===== config.mk =====
export PLATFORM = sky130hd
export DESIGN_NAME = cg_vector_store
export DESIGN_NICKNAME = d
export VERILOG_FILES = /design/src/rtl/cg_vector_store.sv
export SDC_FILE = /design/constraint.sdc
export NUM_CORES = 2
export LEC_CHECK = 0
export CORE_ASPECT_RATIO = 1.5
export CORE_MARGIN = 3
export CORE_UTILIZATION = 56
export CTS_CLUSTER_SIZE = 30
export DETAILED_ROUTE_END_ITERATION = 7
export GPL_TIMING_DRIVEN = 0
export HOLD_SLACK_MARGIN = 0.05
export PLACE_DENSITY = 0.86
export SETUP_SLACK_MARGIN = 0.15
export SLEW_MARGIN = 20
export SYNTH_ARGS = -nofsm -noshare
export SYNTH_HDL_FRONTEND = slang
export SYNTH_SLANG_ARGS = --single-unit

===== constraint.sdc =====
create_clock -name clk -period 21.2 [get_ports clk]
set_input_delay 3.18 -clock clk [delete_from_list [all_inputs] [get_ports clk]]
set_output_delay 3.18 -clock clk [all_outputs]
set_load 0.01 [all_outputs]

===== src/rtl/cg_vector_store.sv =====
// Double-buffered chunked vector store: one bank fills from the CG datapath while the other
// streams the previous iteration's vector back out; a swap exchanges them between iterations.
module cg_vector_store #(
    parameter int unsigned number_of_equations_per_cluster = 10,
    parameter int unsigned no_of_units                     = 8,
    parameter int unsigned element_width                   = 32
) (
    input  logic                                   clk,
    input  logic                                   reset,
    input  logic                                   wr_we,
    input  logic [element_width*no_of_units-1:0]   wr_data,
    output logic                                   wr_done,
    output logic                                   wr_overflow,
    input  logic                                   rd_start,
    input  logic                                   rd_ready,
    output logic                                   rd_valid,
    output logic [element_width*no_of_units-1:0]   rd_data,
    output logic [31:0]                            rd_address,
    output logic                                   rd_last,
    output logic                                   rd_busy,
    input  logic                                   swap,
    output logic                                   swap_pending,
    output logic                                   bank_sel
);
    localparam int unsigned N      = number_of_equations_per_cluster;
    localparam int unsigned U      = no_of_units;
    localparam int unsigned EW     = element_width;
    localparam int unsigned DW     = EW * U;
    localparam int unsigned CHUNKS = (N + U - 1) / U;
    localparam int unsigned CW     = $clog2(CHUNKS + 1);
    localparam int unsigned DEPTH  = 2 * CHUNKS;
    localparam int unsigned AW     = (DEPTH > 1) ? $clog2(DEPTH) : 1;

    typedef enum logic [1:0] {
        IDLE   = 2'd0,
        STREAM = 2'd1,
        DRAIN  = 2'd2
    } rd_state_t;

    rd_state_t     state;
    logic [CW-1:0] wc;
    logic [CW-1:0] rc;
    logic [DW-1:0] mem [DEPTH];

    logic          wr_full_c;
    logic          wr_accept_c;
    logic          swap_apply_c;
    logic          rd_bank_c;
    logic          rd_load_c;
    logic          rd_is_last_c;
    logic [CW-1:0] rd_idx_c;
    logic [AW-1:0] wr_addr_c;
    logic [AW-1:0] rd_addr_c;
    logic [DW-1:0] wr_padded_c;
    logic [DW-1:0] rd_mem_c;

    // Swaps only land when no stream is running and no write is in flight,
    // so the read bank is frozen for the whole lifetime of a stream.
    always_comb begin
        wr_full_c    = (wc == CW'(CHUNKS));
        wr_accept_c  = wr_we && !wr_full_c;
        swap_apply_c = (swap || swap_pending) && (state == IDLE) && !wr_we;
        rd_bank_c    = bank_sel ^ swap_apply_c;
        rd_idx_c     = (state == IDLE) ? '0 : rc;
        rd_is_last_c = (rd_idx_c == CW'(CHUNKS - 1));
        rd_load_c    = 1'b0;
        case (state)
            IDLE:    rd_load_c = rd_start;
            STREAM:  rd_load_c = !rd_valid || rd_ready;
            default: rd_load_c = 1'b0;
        endcase
        wr_addr_c = bank_sel  ? AW'(wc) : AW'(CHUNKS) + AW'(wc);
        rd_addr_c = rd_bank_c ? AW'(CHUNKS) + AW'(rd_idx_c) : AW'(rd_idx_c);
        rd_mem_c  = mem[rd_addr_c];
    end

    // Lanes past the end of the vector are stored as zero.
    always_comb begin
        wr_padded_c = '0;
        for (int k = 0; k < int'(U); k++) begin
            if (32'(wc) * U + 32'(k) < N)
                wr_padded_c[EW*k +: EW] = wr_data[EW*k +: EW];
        end
    end

    always_ff @(posedge clk) begin
        if (wr_accept_c)
            mem[wr_addr_c] <= wr_padded_c;
    end

    // Write counter, bank selection and swap bookkeeping.
    always_ff @(posedge clk or negedge reset) begin
        if (!reset) begin
            wc           <= '0;
            wr_done      <= 1'b0;
            wr_overflow  <= 1'b0;
            swap_pending <= 1'b0;
            bank_sel     <= 1'b0;
        end else begin
            wr_done <= 1'b0;
            if (swap_apply_c) begin
                bank_sel     <= ~bank_sel;
                wc           <= '0;
                wr_overflow  <= 1'b0;
                swap_pending <= 1'b0;
            end else begin
                if (swap)
                    swap_pending <= 1'b1;
                if (wr_accept_c) begin
                    wc      <= wc + CW'(1);
                    wr_done <= (wc == CW'(CHUNKS - 1));
                end else if (wr_we) begin
                    wr_overflow <= 1'b1;
                end
            end
        end
    end

    // Read stream FSM with a single output register stage.
    always_ff @(posedge clk or negedge reset) begin
        if (!reset) begin
            state      <= IDLE;
            rc         <= '0;
            rd_valid   <= 1'b0;
            rd_data    <= '0;
            rd_address <= '0;
            rd_last    <= 1'b0;
            rd_busy    <= 1'b0;
        end else begin
            if (rd_load_c) begin
                rd_valid   <= 1'b1;
                rd_busy    <= 1'b1;
                rd_data    <= rd_mem_c;
                rd_address <= 32'(rd_idx_c);
                rd_last    <= rd_is_last_c;
                rc         <= rd_idx_c + CW'(1);
                state      <= rd_is_last_c ? DRAIN : STREAM;
            end else if (state == DRAIN && rd_valid && rd_ready) begin
                rd_valid <= 1'b0;
                rd_busy  <= 1'b0;
                rd_last  <= 1'b0;
                state    <= IDLE;
            end else if (state != IDLE && state != STREAM && state != DRAIN) begin
                state <= IDLE;
            end
        end
    end

endmodule


# After elaboration in Yosys (flattened, before gate mapping)
# Memory sizes are Yosys's and may differ from the RTL's. A register that Yosys moved wholly into a read port is not among the register bits.
# Index checks and enable logic that the tools add are counted.
# op_classes
add_sub_neg	11
magnitude_cmp	8
n_eq_ne	8
muxes	30
bitwise_logic	2
n_reduce_logical	21
# op_table
op	count
32-bit 2-to-1 mux	8
6-bit by 4-bit less-than comparator with 1-bit output, second input constant	7
5-bit by 3-bit adder with 6-bit output, second input constant	4
2-bit 2-to-1 mux	9
5-bit by 2-bit adder with 6-bit output, second input constant	2
1-bit 2-to-1 mux	12
2-bit nonzero test	5
1-bit logical AND	7
5-bit by 1-bit adder with 6-bit output, second input constant	1
2-bit by 1-bit equality test with 1-bit output, second input constant	3
5-bit by 4-bit less-than comparator with 1-bit output, second input constant	1
2-bit by 1-bit adder with 2-bit output, second input constant	2
2-bit adder, first input constant	2
2-bit equality test, second input constant	2
1-bit logical NOT	4
2-bit by 1-bit != test with 1-bit output, second input constant	2
3-bit nonzero test	1
2-bit logical NOT	1
1-bit logical OR	2
2-bit != test, second input constant	1
1-bit one-hot mux with 2 select lines	1
2-bit AND reduction	1
1-bit inverter	1
1-bit bitwise XOR	1
# totals
regBits	14
ram_bits	1024
inputBits	262
out_inout_bits	295
n_memories	1
# memory_table
name	words	width	rd	rd_clocked_by_memory_dff	wr	line	source
mem	4	256	1	1	1	43	logic [DW-1:0] mem [DEPTH];

# Depth between registers and ports, before layout
# logic_depth
word_depth	6
depth_mapped	8

# Worst setup path after synthesis
# OpenSTA, ideal clock, no wires.
# synth_path
kind	input to register
start	input wr_we
end	memory mem[0][0] (netlist name), enable pin
arrival_ps	20486
required_ps	20014
setup_slack_ps	-472
stages	2
n_path_buf	0
cell_sequence	nand2b_1 nor3_1
# synth_via
elab_chain_cells	3
# synth_rtl
element	line	source
start, declared	10	input logic wr_we,
1-bit logical AND	61	wr_accept_c = wr_we && !wr_full_c;
1-bit 2-to-1 mux	87	if (wr_accept_c)
1-bit 2-to-1 mux (not written as such)	88	mem[wr_addr_c] <= wr_padded_c;
end, declared	43	
# Every way passes these cells.

# Worst setup path in the final report
# layout_path
start	input swap
end	register rd_data[186], read port of mem
# layout_via
elab_chain_cells	5
# layout_rtl
element	line	source
start, declared	21	input logic swap,
1-bit logical OR	62	swap_apply_c = (swap || swap_pending) && (state == IDLE) && !wr_we;
1-bit logical AND (2 in series)	62	
1-bit bitwise XOR	63	rd_bank_c = bank_sel ^ swap_apply_c;
2-bit 2-to-1 mux	73	rd_addr_c = rd_bank_c ? AW'(CHUNKS) + AW'(rd_idx_c) : AW'(rd_idx_c);
end, declared	17	output logic [element_width*no_of_units-1:0] rd_data,
# Every way passes these cells.
# A chain may end at the register's enable or synchronous reset.

==> reports/metrics.cfg <==
[cells_and_area]
area_growth_pct = 23.47
final_cell_mix = edfxtp_1, clkdlybuf4s50_1, dfrtp_1
final_common_cell = edfxtp_1
post_route_cells_drive_above_1_share_pct = 15.56
final_cell_area_mm2 = 0.06295
final_util_pct = 70.18
fin_nets = 4216

[power_and_ir_drop]
swShare_pct = 36.98
clkPwrFrac_pct = 19.8
internal_power_mw = 6.593
power_switching_mw = 3.868
pwr-share-seq_pct = 39.5
peakVddDrop_mv = 0.09342
power_mw = 10.46
combPwrFrac_pct = 40.7
p_leak_nw = 22.74
cellPowerDensity_mw_per_mm2 = 166.2

[critical_path]
cp_max_fo = 10
timing.rr.start = wc[1]$_DFFE_PN0P_
worst_ep_required_time_ns = 21.74
crit_arrival_ns = 6.42
critPathCaptureType = flip-flop
cp-start-kind = input pin
path_class = in -> reg
critPathLaunch = swap

[route]
wl_per_cell_um = 27.14
dr.pass1.iters = 5
dr.first_iter.drc_count = 3101
antenna_left = 0
drc = 0
vias_per_cell = 6.221
wl_um = 141600
route.vias.total = 32440

[clock_network]
cts_max_path_buffers = 3
cts_post_setup_buffers_inserted = 0
htreeDepth = 3
cts_tree = done
clock_latency_ns = 0.72
holdBufCountCts = 0
cts_buffers = 112
cts_resized = 0
numClockSinks = 1294
clk_pin_slew_ns = 0.07
clock_tree.root_cell = clkbuf_16

[synth]
synth_compound_area_share_pct = 4.614
synth_fa_ha_area_share_pct = 0.09816
ys_seq_area_share_pct = 73.56
post_synth.cell_area_avg_um2 = 16.05
synth-simple-area-share_pct = 8.445
synth.ff_latch_count = 1294
synth_xor_area_share_pct = 0.05154
syn-cell-area_mm2 = 0.05098
yosysWarnings = 0
muxShareOfSynthArea_pct = 10.68
synthCells = 3177
synth_top_family_by_area = multiplexers
synth_cell_types = 35

[floorplanning]
ios = 557
floorplan.die.height_um = 375.5
die_area_mm2 = 0.09477
rows = 134
die_x_um = 252.4
start_util_pct = 56.84
core-area_mm2 = 0.08970

[placed_design]
placed_area_mm2 = 0.05918
io_buffers = 526
gp_congestion = 0.8359
detailed_place_hpwl_um = 97320

[timing]
setup_viol = 0
fmax_mhz = 169.9
worst_slew_margin_rel_pct = 24.92
skew_ns = 0.02225
rsz0062_at_grt = false
holdWs_ns = 0.4881
fin_crit_sh_pct = 27.76
tightest_slew_ns = 1.126
timing_hold_violations_final = 0
slew_viol_final = 0
fin_crit_ns = 5.884

[hold_path]
hold_class = reg -> reg
hp-start = rc[1]$_DFFE_PN0P_

[run]
max_cap_violations = 0

[global_routing]
grt_pass1_vias = 33650
grt_max_degree = 86
grt_overflow = 0
grt_pass1_wl_um = 208800
grt_usage_pct = 29.67
antenna_found_initial = 14

[status]
outcome = completed

-- through the flow --
stage | std cells | setup TNS (ns) | setup slack (ns)
global route | 5209 | 0 | 15.26
CTS | 5206 | 0 | 15.28
detailed placement | 4992 | 0 | 14.53
finish | 5215 | 0 | 15.32
global placement | 4888 | -9074.07 | -15.16
floorplan | 3206 | -241.84 | -0.4724
-- logic make-up after synthesis --
family / Yosys count
AND/OR/NAND/NOR: 799
multiplexers: 512
adder cells (fa/ha/maj): 4
flip-flops: 1294
other: 1
buffers and inverters: 292
XOR/XNOR: 3
AO/OA/AOI/OAI: 272
-- final cells by class --
cell class                      instances  area [um2]
Tap cell                             1156        1446
Multi-Input combinational cell       1620       12320
Antenna cell                            9       22.52
Inverter                                4       15.01
Buffer                                288        1287
Fill cell                            5451       26750
Timing Repair Buffer                  630        6606
Sequential cell                      1294       37510
Clock inverter                         50       543.0
Clock buffer                          164        3202
-- critical path: stages --
cell             delay (ns)
clkdlybuf4s50_1        0.48
o21ba_2                0.26
a22oi_1                0.70
clkbuf_1               0.86
clkbuf_1               0.50
nand4_1                0.21
o311ai_0               0.21
-- state kept, by name, indices dropped and copies added, names as in the netlist --
signal        cells
rd_data         256
rd_last           1
mem            1024
bank_sel          1
swap_pending      1
rc                2
rd_address        2
wr_overflow       1
state             2
wc                2
rd_busy           1
wr_done           1
-- layer usage --
layer	part of all wire (%)	vias to the layer above	routed length [um]	track usage [%]
met3	9.7	388	13780	6.754
met4	6.2	12	8746	17.61
met2	49	1895	69820	49.26
li1	-	13860	-	-
met1	35	16290	49140	35.59
met5	0.054	-	77	0
-- power by group through the flow --
stage	clock [mW]	combinational (mW)	sequential, mW
floorplan	0	2.19	4.46
finish	2.07	4.26	4.13
global route	2.18	4.53	4.18
CTS	2.08	4.24	4.12
global placement	0	3.86	4.68
detailed placement	0	4.20	4.16
-- cell usage after synthesis --
cell	number	area share (%)
edfxtp_1	1024	60
mux2_2	256	5.7
o21ai_0	5	0.049
a21oi_1	2	0.020
mux2i_1	256	5.0
ha_1	4	0.098
nand3_1	3	0.029
o21bai_1	2	0.029
nand2b_1	1	0.012
buf_4	32	0.47
and2_1	194	2.4
o311ai_0	238	4.1
a22o_1	1	0.017
clkbuf_1	190	1.4
nand2_1	269	2.0
o21ba_2	2	0.039
o21a_1	1	0.015
buf_1	13	0.096
nor3b_1	1	0.015
nand4_1	256	3.1
o31ai_1	1	0.015
a211o_1	1	0.017
inv_1	4	0.029
nor2_1	6	0.044
and2_0	1	0.012
dfrtp_1	270	13
o311ai_1	18	0.31
buf_6	2	0.044
nor3_1	2	0.020
xor2_1	1	0.017
conb_1	1	0.0074
a22oi_1	1	0.015
buf_2	51	0.50
nor2b_1	66	0.81
xnor2_1	2	0.034
-- worst paths after layout --
check,to,slack [ns],cells past startpoint
worst min-delay path,rc[1]$_DFFE_PN0P_,0.49,2
worst max-delay path,rd_data[186]$_DFFE_PN0P_,15.32,7
max in group asynchronous,rd_data[2]$_DFFE_PN0P_,17.52,3
worst max register to register,mem[0][204]$_DFFE_PP_,17.13,11
min in group asynchronous,rd_data[157]$_DFFE_PN0P_,2.37,1
worst min register to register,rc[1]$_DFFE_PN0P_,0.49,2
Note: power is estimated with default switching activity, not from simulation.
